<file path="config.mk">
export PLATFORM = sky130hd
export DESIGN_NAME = kinase_valve_sequencer
export DESIGN_NICKNAME = d
export VERILOG_FILES = /design/src/rtl/kinase_seq_pkg.sv /design/src/rtl/kinase_step_timer.sv /design/src/rtl/kinase_valve_sequencer.sv
export SDC_FILE = /design/constraint.sdc
export NUM_CORES = 1
export LEC_CHECK = 0
export CAP_MARGIN = 30
export CORE_ASPECT_RATIO = 0.75
export CORE_UTILIZATION = 40
export CTS_CLUSTER_DIAMETER = 200
export DETAILED_ROUTE_END_ITERATION = 6
export PLACE_DENSITY = 0.68
export SLEW_MARGIN = 20
export SYNTH_ARGS = -nofsm -noshare
export SYNTH_HDL_FRONTEND = slang
export SYNTH_SLANG_ARGS = --single-unit
export TNS_END_PERCENT = 1
</file>
<file path="constraint.sdc">
create_clock -name clk -period 2.6 [get_ports clk]
set_clock_uncertainty 0.15 [all_clocks]
set_input_delay 0.26 -clock clk [delete_from_list [all_inputs] [get_ports clk]]
set_output_delay 0.26 -clock clk [all_outputs]
set_load 0.005 [all_outputs]
</file>
<file path="src/rtl/kinase_seq_pkg.sv">
// kinase_seq_pkg: op codes, states, pump phase tables and idle patterns for the valve sequencer
package kinase_seq_pkg;
  typedef enum logic [1:0] {OP_SET_CTRL, OP_PUMP_A, OP_PUMP_B, OP_DWELL} op_e;
  typedef enum logic [1:0] {S_IDLE, S_PUMP_A, S_PUMP_B, S_DWELL} state_e;
  localparam logic [2:0] PUMP_A_IDLE = 3'b111;
  localparam logic [1:0] PUMP_B_IDLE = 2'b11;
  localparam logic [2:0] PUMP_A_LAST = 3'd5;
  localparam logic [2:0] PUMP_B_LAST = 3'd1;
  localparam logic [5:0][2:0] PUMP_A_PHASES = {3'b010, 3'b011, 3'b001, 3'b101, 3'b100, 3'b110};
  localparam logic [1:0][1:0] PUMP_B_PHASES = {2'b01, 2'b10};
endpackage

</file>
<file path="src/rtl/kinase_step_timer.sv">
// kinase_step_timer: down-counter holding each pump phase for STEP_TICKS cycles
module kinase_step_timer #(
  parameter int STEP_TICKS = 1000
) (
  input  logic clk,
  input  logic rst_n,
  input  logic load,
  output logic expire
);
  logic [15:0] cnt;
  always_ff @(posedge clk or negedge rst_n)
    if (!rst_n) cnt <= '0;
    else if (load) cnt <= 16'(STEP_TICKS - 1);
    else if (cnt != '0) cnt <= cnt - 16'd1;
  assign expire = cnt == '0;
endmodule

</file>
<file path="src/rtl/kinase_valve_sequencer.sv">
// kinase_valve_sequencer: command-driven valve/pump sequencer with abort and done pulses
module kinase_valve_sequencer import kinase_seq_pkg::*; #(
  parameter int STEP_TICKS = 1000,
  parameter int CNT_W      = 16
) (
  input  logic        clk,
  input  logic        rst_n,
  input  logic        cmd_valid,
  output logic        cmd_ready,
  input  logic [1:0]  cmd_op,
  input  logic [16:0] cmd_arg,
  input  logic        abort,
  output logic [12:0] pad_ctrl_a,
  output logic [3:0]  pad_ctrl_s,
  output logic [2:0]  pad_pump_a,
  output logic [1:0]  pad_pump_b,
  output logic        busy,
  output logic        done,
  output logic        aborted
);
  state_e state, state_d;
  logic [2:0] phase, phase_d;
  logic [CNT_W-1:0] rep, rep_d, n;
  logic [12:0] ctrl_a_d;
  logic [3:0] ctrl_s_d;
  logic [2:0] pump_a_d;
  logic [1:0] pump_b_d;
  logic done_d, aborted_d, load, expire, accept, last_step, last_phase;
  kinase_step_timer #(.STEP_TICKS(STEP_TICKS)) u_timer (.clk(clk), .rst_n(rst_n), .load(load), .expire(expire));
  assign cmd_ready = (state == S_IDLE) && !abort;
  assign busy = state != S_IDLE;
  assign accept = cmd_valid && cmd_ready;
  assign n = cmd_arg[CNT_W-1:0];
  assign last_step = (state == S_DWELL) || expire;
  assign last_phase = state == S_PUMP_A ? phase == PUMP_A_LAST :
                      state == S_PUMP_B ? phase == PUMP_B_LAST : 1'b1;
  always_comb begin
    state_d = state;
    phase_d = phase;
    rep_d = rep;
    ctrl_a_d = pad_ctrl_a;
    ctrl_s_d = pad_ctrl_s;
    pump_a_d = pad_pump_a;
    pump_b_d = pad_pump_b;
    done_d = 1'b0;
    aborted_d = 1'b0;
    load = 1'b0;
    if (state == S_IDLE) begin
      if (accept && cmd_op == OP_SET_CTRL) begin
        ctrl_a_d = cmd_arg[12:0];
        ctrl_s_d = cmd_arg[16:13];
        done_d = 1'b1;
      end else if (accept && n == '0) begin
        done_d = 1'b1;
      end else if (accept) begin
        state_d = state_e'(cmd_op);
        rep_d = n;
        phase_d = '0;
        load = 1'b1;
        pump_a_d = cmd_op == OP_PUMP_A ? PUMP_A_PHASES[0] : pad_pump_a;
        pump_b_d = cmd_op == OP_PUMP_B ? PUMP_B_PHASES[0] : pad_pump_b;
      end
    end else if (abort || (last_step && last_phase && rep == CNT_W'(1))) begin
      state_d = S_IDLE;
      pump_a_d = PUMP_A_IDLE;
      pump_b_d = PUMP_B_IDLE;
      aborted_d = abort;
      done_d = !abort;
    end else if (last_step) begin
      // phase wrap closes one pump cycle; dwell counts every clock as a cycle
      phase_d = last_phase ? 3'd0 : phase + 3'd1;
      rep_d = last_phase ? rep - CNT_W'(1) : rep;
      load = 1'b1;
      pump_a_d = state == S_PUMP_A ? PUMP_A_PHASES[phase_d] : pad_pump_a;
      pump_b_d = state == S_PUMP_B ? PUMP_B_PHASES[phase_d[0]] : pad_pump_b;
    end
  end
  always_ff @(posedge clk or negedge rst_n)
    if (!rst_n) begin
      state <= S_IDLE;
      phase <= '0;
      rep <= '0;
      pad_ctrl_a <= 13'h1FFF;
      pad_ctrl_s <= 4'hF;
      pad_pump_a <= PUMP_A_IDLE;
      pad_pump_b <= PUMP_B_IDLE;
      done <= 1'b0;
      aborted <= 1'b0;
    end else begin
      state <= state_d;
      phase <= phase_d;
      rep <= rep_d;
      pad_ctrl_a <= ctrl_a_d;
      pad_ctrl_s <= ctrl_s_d;
      pad_pump_a <= pump_a_d;
      pad_pump_b <= pump_b_d;
      done <= done_d;
      aborted <= aborted_d;
    end
endmodule

</file>
Word level (Yosys, flattened, before mapping)
Memory sizes are Yosys's and may differ from the RTL's.
Index checks and enable logic that the tools add are counted.
{"block": "totals", "regBits": 61, "out_inout_bits": 26, "rom_bits": 24, "n_memories": 1, "in_bits": 23}
{"memory": "(no name shown)", "words": 8, "width": 3, "read_ports": 1, "rd_ports_with_merged_regs": 0, "wr": 0, "line_no": "kinase_valve_sequencer.sv:74", "source": "pump_a_d = state == S_PUMP_A ? PUMP_A_PHASES[phase_d] : pad_pump_a;"}
{"block": "op_classes", "add_sub_neg": 3, "eq_ne": 14, "n_lt_le_gt_ge": 2, "n_reduce_logical": 28, "muxes": 54}
{"operator": "16-bit 2-to-1 mux", "n": 9}
{"operator": "3-bit 2-to-1 mux", "n": 16}
{"operator": "16-bit logical NOT", "n": 2}
{"operator": "16-bit by 1-bit subtractor with 16-bit output, second input constant", "n": 2}
{"operator": "2-bit 2-to-1 mux", "n": 15}
{"operator": "6-bit AND reduction", "n": 3}
{"operator": "16-bit by 1-bit equality test with 1-bit output, second input constant", "n": 1}
{"operator": "16-bit nonzero test", "n": 1}
{"operator": "1-bit 2-to-1 mux", "n": 14}
{"operator": "2-bit nonzero test", "n": 5}
{"operator": "3-bit nonzero test", "n": 3}
{"operator": "2-bit inequality test, second input constant", "n": 4}
{"operator": "2-bit equality test, second input constant", "n": 3}
{"operator": "1-bit logical AND", "n": 6}
{"operator": "5-bit AND reduction", "n": 1}
{"operator": "2-bit by 1-bit equality test with 1-bit output, second input constant", "n": 2}
{"operator": "2-bit logical NOT", "n": 2}
{"operator": "3-bit by 4-bit < comparator with 1-bit output, second input constant", "n": 1}
{"operator": "2-bit by 1-bit inequality test with 1-bit output, second input constant", "n": 2}
{"operator": "4-bit AND reduction", "n": 1}
{"operator": "3-bit by 1-bit adder with 3-bit output, second input constant", "n": 1}
{"operator": "3-bit by 1-bit equality test with 1-bit output, second input constant", "n": 1}
{"operator": "3-bit equality test, second input constant", "n": 1}
{"operator": "1-bit logical OR", "n": 2}
{"operator": "other kinds (3)", "n": 3}

Longest topological paths before layout
{"block": "depth", "depth_word": 10, "ltp_mapped": 10, "ltp_nobuf": 8}

Modules after synthesis
Synthesis repeated with hierarchy kept, for this count alone.
{"block": "unflattened", "cells_unflattened": 359, "area_unflattened_um2": 3473.3}
{"module": "kinase_valve_sequencer", "cells_each": 265, "area_each_um2": 2572.5, "instances": 1, "seq_area_each_um2": 1153.6}
{"module": "kinase_step_timer", "cells_each": 94, "area_each_um2": 900.9, "instances": 1, "seq_area_each_um2": 400.4}

Least setup slack after synthesis
OpenSTA, ideal clock, no wires.
{"block": "synth_path", "kind": "register to register", "startpoint": "register u_timer.cnt[0]", "endpoint": "register phase[1]", "arrival_ns": 2.158, "setup_time_ns": 0.121, "path_slack_ns": 0.171, "path_buffers": 2, "path_stages_with_launch": 11, "required_ns": 2.329, "cell_sequence": "dfrtp_1 -> inv_1 -> ha_1 -> nor3b_1 -> nand4_2 -> a211o_1 -> and2_1 -> buf_6 -> o21a_1 -> buf_6 -> o22a_1"}
{"block": "synth_between", "elab_chain_cells": 7, "word_cells_on_any_way": 8, "cone_classes": "1 x eq/ne; 7 x reduce/logical"}
{"element": "from (decl)", "line_no": "kinase_step_timer.sv:10", "source": "logic [15:0] cnt;"}
{"element": "from (signal assigned)", "line_no": "kinase_step_timer.sv:13", "source": "else if (load) cnt <= 16'(STEP_TICKS - 1);"}
{"element": "from (signal assigned)", "line_no": "kinase_step_timer.sv:14", "source": "else if (cnt != '0) cnt <= cnt - 16'd1;"}
{"element": "16-bit logical NOT (*)", "line_no": "kinase_step_timer.sv:15", "source": "assign expire = cnt == '0;"}
{"element": "1-bit logical OR (*)", "line_no": "kinase_valve_sequencer.sv:34", "source": "assign last_step = (state == S_DWELL) || expire;"}
{"element": "1-bit logical AND (2 in a row)", "line_no": "kinase_valve_sequencer.sv:63", "source": "end else if (abort || (last_step && last_phase && rep == CNT_W'(1))) begin"}
{"element": "1-bit logical OR", "line_no": "kinase_valve_sequencer.sv:63"}
{"element": "2-bit inequality test (no source line)"}
{"element": "5-bit AND reduction (no source line) (*)"}
{"element": "to (signal assigned)", "line_no": "kinase_valve_sequencer.sv:91", "source": "phase <= phase_d;"}
{"element": "to (decl)", "line_no": "kinase_valve_sequencer.sv:22", "source": "logic [2:0] phase, phase_d;"}
Every way passes the cells marked *; elsewhere a longest branch is shown, timed or not.
A chain may end at the register's enable or synchronous reset.

Final worst setup path
{"block": "layout_path", "startpoint": "register u_timer.cnt[12]", "endpoint": "register phase[1]"}
Same word-level chain as after synthesis.

==> results.sh <==
export IMPL_maxCapViolCount=0
export IMPL_top_layer="met4"
export IMPL_p_sw_share_pct=34.8
export IMPL_vias_per_cell=5.77
export IMPL_antenna_cells=0
export IMPL_die_area_um2=8830
export IMPL_crit_family="compound AO/OA/AOI/OAI gates"
export IMPL_met3_wirelength_um=644
export IMPL_tns_ps=0
export IMPL_fp_dieH_um=81.6
export IMPL_arrival_ps=2520
export IMPL_report_final_slew_viol_count=0
export IMPL_yosys_warnings=0
export IMPL_ir_drop_mv=0.549
export IMPL_grt_overflow=0
export IMPL_rsz0062_at_grt="false"
export IMPL_portBuffers=48
export IMPL_multiInputGateArea_um2=1720
export IMPL_synth_simple_gate_area_share_pct=20.9
export IMPL_drc=0
export IMPL_synthesis_area_um2=3380
export IMPL_power_frac_seq_pct=41.0
export IMPL_clock_root_buffer="clkbuf_8"
export IMPL_final_fill_count=722
export IMPL_htreeDepth=3
export IMPL_dpl_cell_count=511
export IMPL_ys_seq_area_share_pct=46.0
export IMPL_yosysUniqueCellTypes=54
export IMPL_clk_pin_slew_ps=70
export IMPL_rows=28
export IMPL_power_total_w=0.00420
export IMPL_io_pins=49
export IMPL_wl_met1_um=4010
export IMPL_clockBufferDepth=2
export IMPL_cp_slowest_cell="dfrtp_1"
export IMPL_avgSynthCellArea_um2=9.69
export IMPL_drive_gt1_share_pct=22.2
export IMPL_hold_violations=0
export IMPL_dpl_hpwl_um=6280
export IMPL_wl_per_cell_um=16.1
export IMPL_wl_um=8480
export IMPL_grt_pass1_wl_um=14200
export IMPL_p_leak_nw=1.71
export IMPL_wl_met2_um=3720
export IMPL_start_util_pct=42.1
export IMPL_worstPathCellList="nor3_1 -> nand4_2 -> a211o_1 -> and2_1 -> o21a_1 -> o22a_1"
export IMPL_power_internal_w=0.00274
export IMPL_via_count=3044
export IMPL_synthMuxAreaShare_pct=6.62
export IMPL_syn_inst=349
export IMPL_grt_usage_pct=21.4
export IMPL_finalSetupViolations=0
export IMPL_relSlewSlack_pct=50.3
export IMPL_synth_flop_cell="dfrtp_1"
export IMPL_ant_nets=0
export IMPL_yosys_register_bits=61
export IMPL_synth_top_family_by_area="simple AND/OR/NAND/NOR gates"
export IMPL_die_x_um=108
export IMPL_outcome="completed"
export IMPL_worstSkewPairLatency_ps=350
export IMPL_worstSetupPathType="flop to flop"
export IMPL_numCtsBuffers=9
export IMPL_start_kind="flop"
export IMPL_synth_edff_count=0
export IMPL_tightest_slew_ps=746
export IMPL_seqCellArea_um2=1550
export IMPL_nets=447
export IMPL_critPathBufInv=0
export IMPL_syn_nets=378
export IMPL_syn2layout_area_growth_pct=27.9
export IMPL_synth_adder_area_share_pct=2.22
export IMPL_critPathMaxFanout=9
export IMPL_synth_xor_area_share_pct=3.37
export IMPL_cts_tree="done"
export IMPL_fmax_ghz=0.411
export IMPL_min_path_type="flop to flop"
export IMPL_period_minus_slack_ps=2430
export IMPL_worstSetupEndpointType="flop"
export IMPL_dr_pass1_iters=5
export IMPL_fin_cells=528
export IMPL_finalWeightedCongestion=0.863
export IMPL_power_density_nw_per_um2=970
export IMPL_drtIter0Drc=287
export IMPL_worst_ep_required_time_ps=2690
export IMPL_clock_sinks=61
export IMPL_max_stage_delay_ps=420
export IMPL_post_cts_repair_setup_buffers=0
export IMPL_p_clk_share_pct=19.8
export IMPL_comb_power_share_pct=39.3
export IMPL_p_switching_w=0.00146
export IMPL_post_route_period_util_pct=93.5
export IMPL_synth_compound_area_share_pct=17.4
export IMPL_coreArea_um2=8020
export IMPL_grt_pass1_vias=2911
export IMPL_antenna_found_initial=0
export IMPL_grt_max_degree=62
export IMPL_async_flop_share_pct=100
-- worst paths after layout --
kind / slack, ps / depth (start not counted) / end / start
setup / recovery: 170 / 6 / phase[1] / u_timer.cnt[12]
hold / removal: 370 / 1 / pad_pump_a[0] / pad_pump_a[0]
setup reg to reg: 170 / 6 / phase[1] / u_timer.cnt[12]
hold reg to reg: 370 / 1 / pad_pump_a[0] / pad_pump_a[0]
max in group asynchronous: 1340 / 3 / state[1] / rst_n
min in group asynchronous: 460 / 3 / rep[9] / rst_n
-- repair_timing --
item	4_1_cts	5_1_grt
hold buffers	1	0
endpoints found under the setup margin	0	8
gates resized for setup	0	2
endpoints found under the hold margin	39	0
-- per-layer routing --
metal	up-vias	GRT usage, %
met5	-	0
met4	0	6.99
met1	1466	30.9
li1	1436	-
met2	131	31.5
met3	11	4.92
-- logic make-up (layout without fill, tap and decap cells) --
kind of cell | Yosys count | in the layout
and+or+nand+nor | 135 | 135
AOI/OAI and AO/OA | 86 | 86
adders and majority gates | 6 | 6
DFF | 61 | 61
buffers and inverters | 28 | 102
xor gates and xnor gates | 13 | 13
muxes | 20 | 20
-- power groups by stage --
stage | Sequential, W | Combinational, W | Clock, W
4_1_cts | 0.00171 | 0.00165 | 0.000850
2_1_floorplan | 0.00167 | 0.000937 | 0
5_1_grt | 0.00177 | 0.00182 | 0.000891
3_5_place_dp | 0.00172 | 0.00165 | 0
3_3_place_gp | 0.00170 | 0.00161 | 0
6_report | 0.00172 | 0.00165 | 0.000830
-- worst register-to-register path: cells and delay by family (launching register included) --
family          cells  cell delay (ps)
flops               1              420
compound gates      3              920
simple gates        3              830
-- cell usage in the layout (no fill, tap or decap), types with 6 or more instances in the layout --
master            n
nor2_1           31
dfrtp_1          39
xnor2_1           7
mux2_2           19
clkbuf_8          9
o22ai_1          10
buf_4            28
ha_1              6
nor3_1           16
inv_1             9
o21ai_0          17
nand3_1           7
a21oi_1          16
o2bb2ai_1        12
nand2_1          32
xor2_1            6
dfstp_2          22
nor4_1           14
or3_1             6
clkdlybuf4s50_1  47
-- synthesized netlist by cell type (all sizes together), types with 6 or more instances --
master	instances	area share [%]
mux2	19	6.3
inv	9	1.0
nor2	32	3.6
nand3	7	1.0
xor2	6	1.6
dfrtp	39	29
dfstp	22	17
a21oi	17	2.6
or3	6	1.1
o2bb2ai	12	3.1
o21ai	18	2.8
xnor2	7	1.8
ha	6	2.2
nor4	15	3.2
nor3	17	2.7
o22ai	10	1.9
clkbuf	16	1.8
nand2	32	3.6
-- per-stage QoR --
stage / hold slack (ps) / utilization, % / setup WS [ps] / cell area [um2]
detailed placement: 323 / 51.3 / 55.8 / 4110
global route: 383 / 53.9 / 24.4 / 4330
global placement: 316 / 51.3 / 105 / 4110
finish: 366 / 53.9 / 170 / 4330
floorplan: -186 / - / 171 / 3380
CTS: 371 / 53.8 / 54.3 / 4310
-- layout make-up --
cell class	count	area share [%]
Clock inverter	6	1.48
Sequential cell	61	35.9
Multi-Input combinational cell	260	39.7
Inverter	9	0.781
Clock buffer	10	2.95
Tap cell	105	3.04
Timing Repair Buffer	77	16.1
-- sequential cells by signal (all words and copies together), names as in the netlist --
register and count:
rep 16, u_timer.cnt 16, pad_ctrl_a 13, pad_ctrl_s 4
pad_pump_a 3, phase 3, pad_pump_b 2, state 2
aborted 1, done 1
No activity file was read; power rests on OpenSTA's default activity.
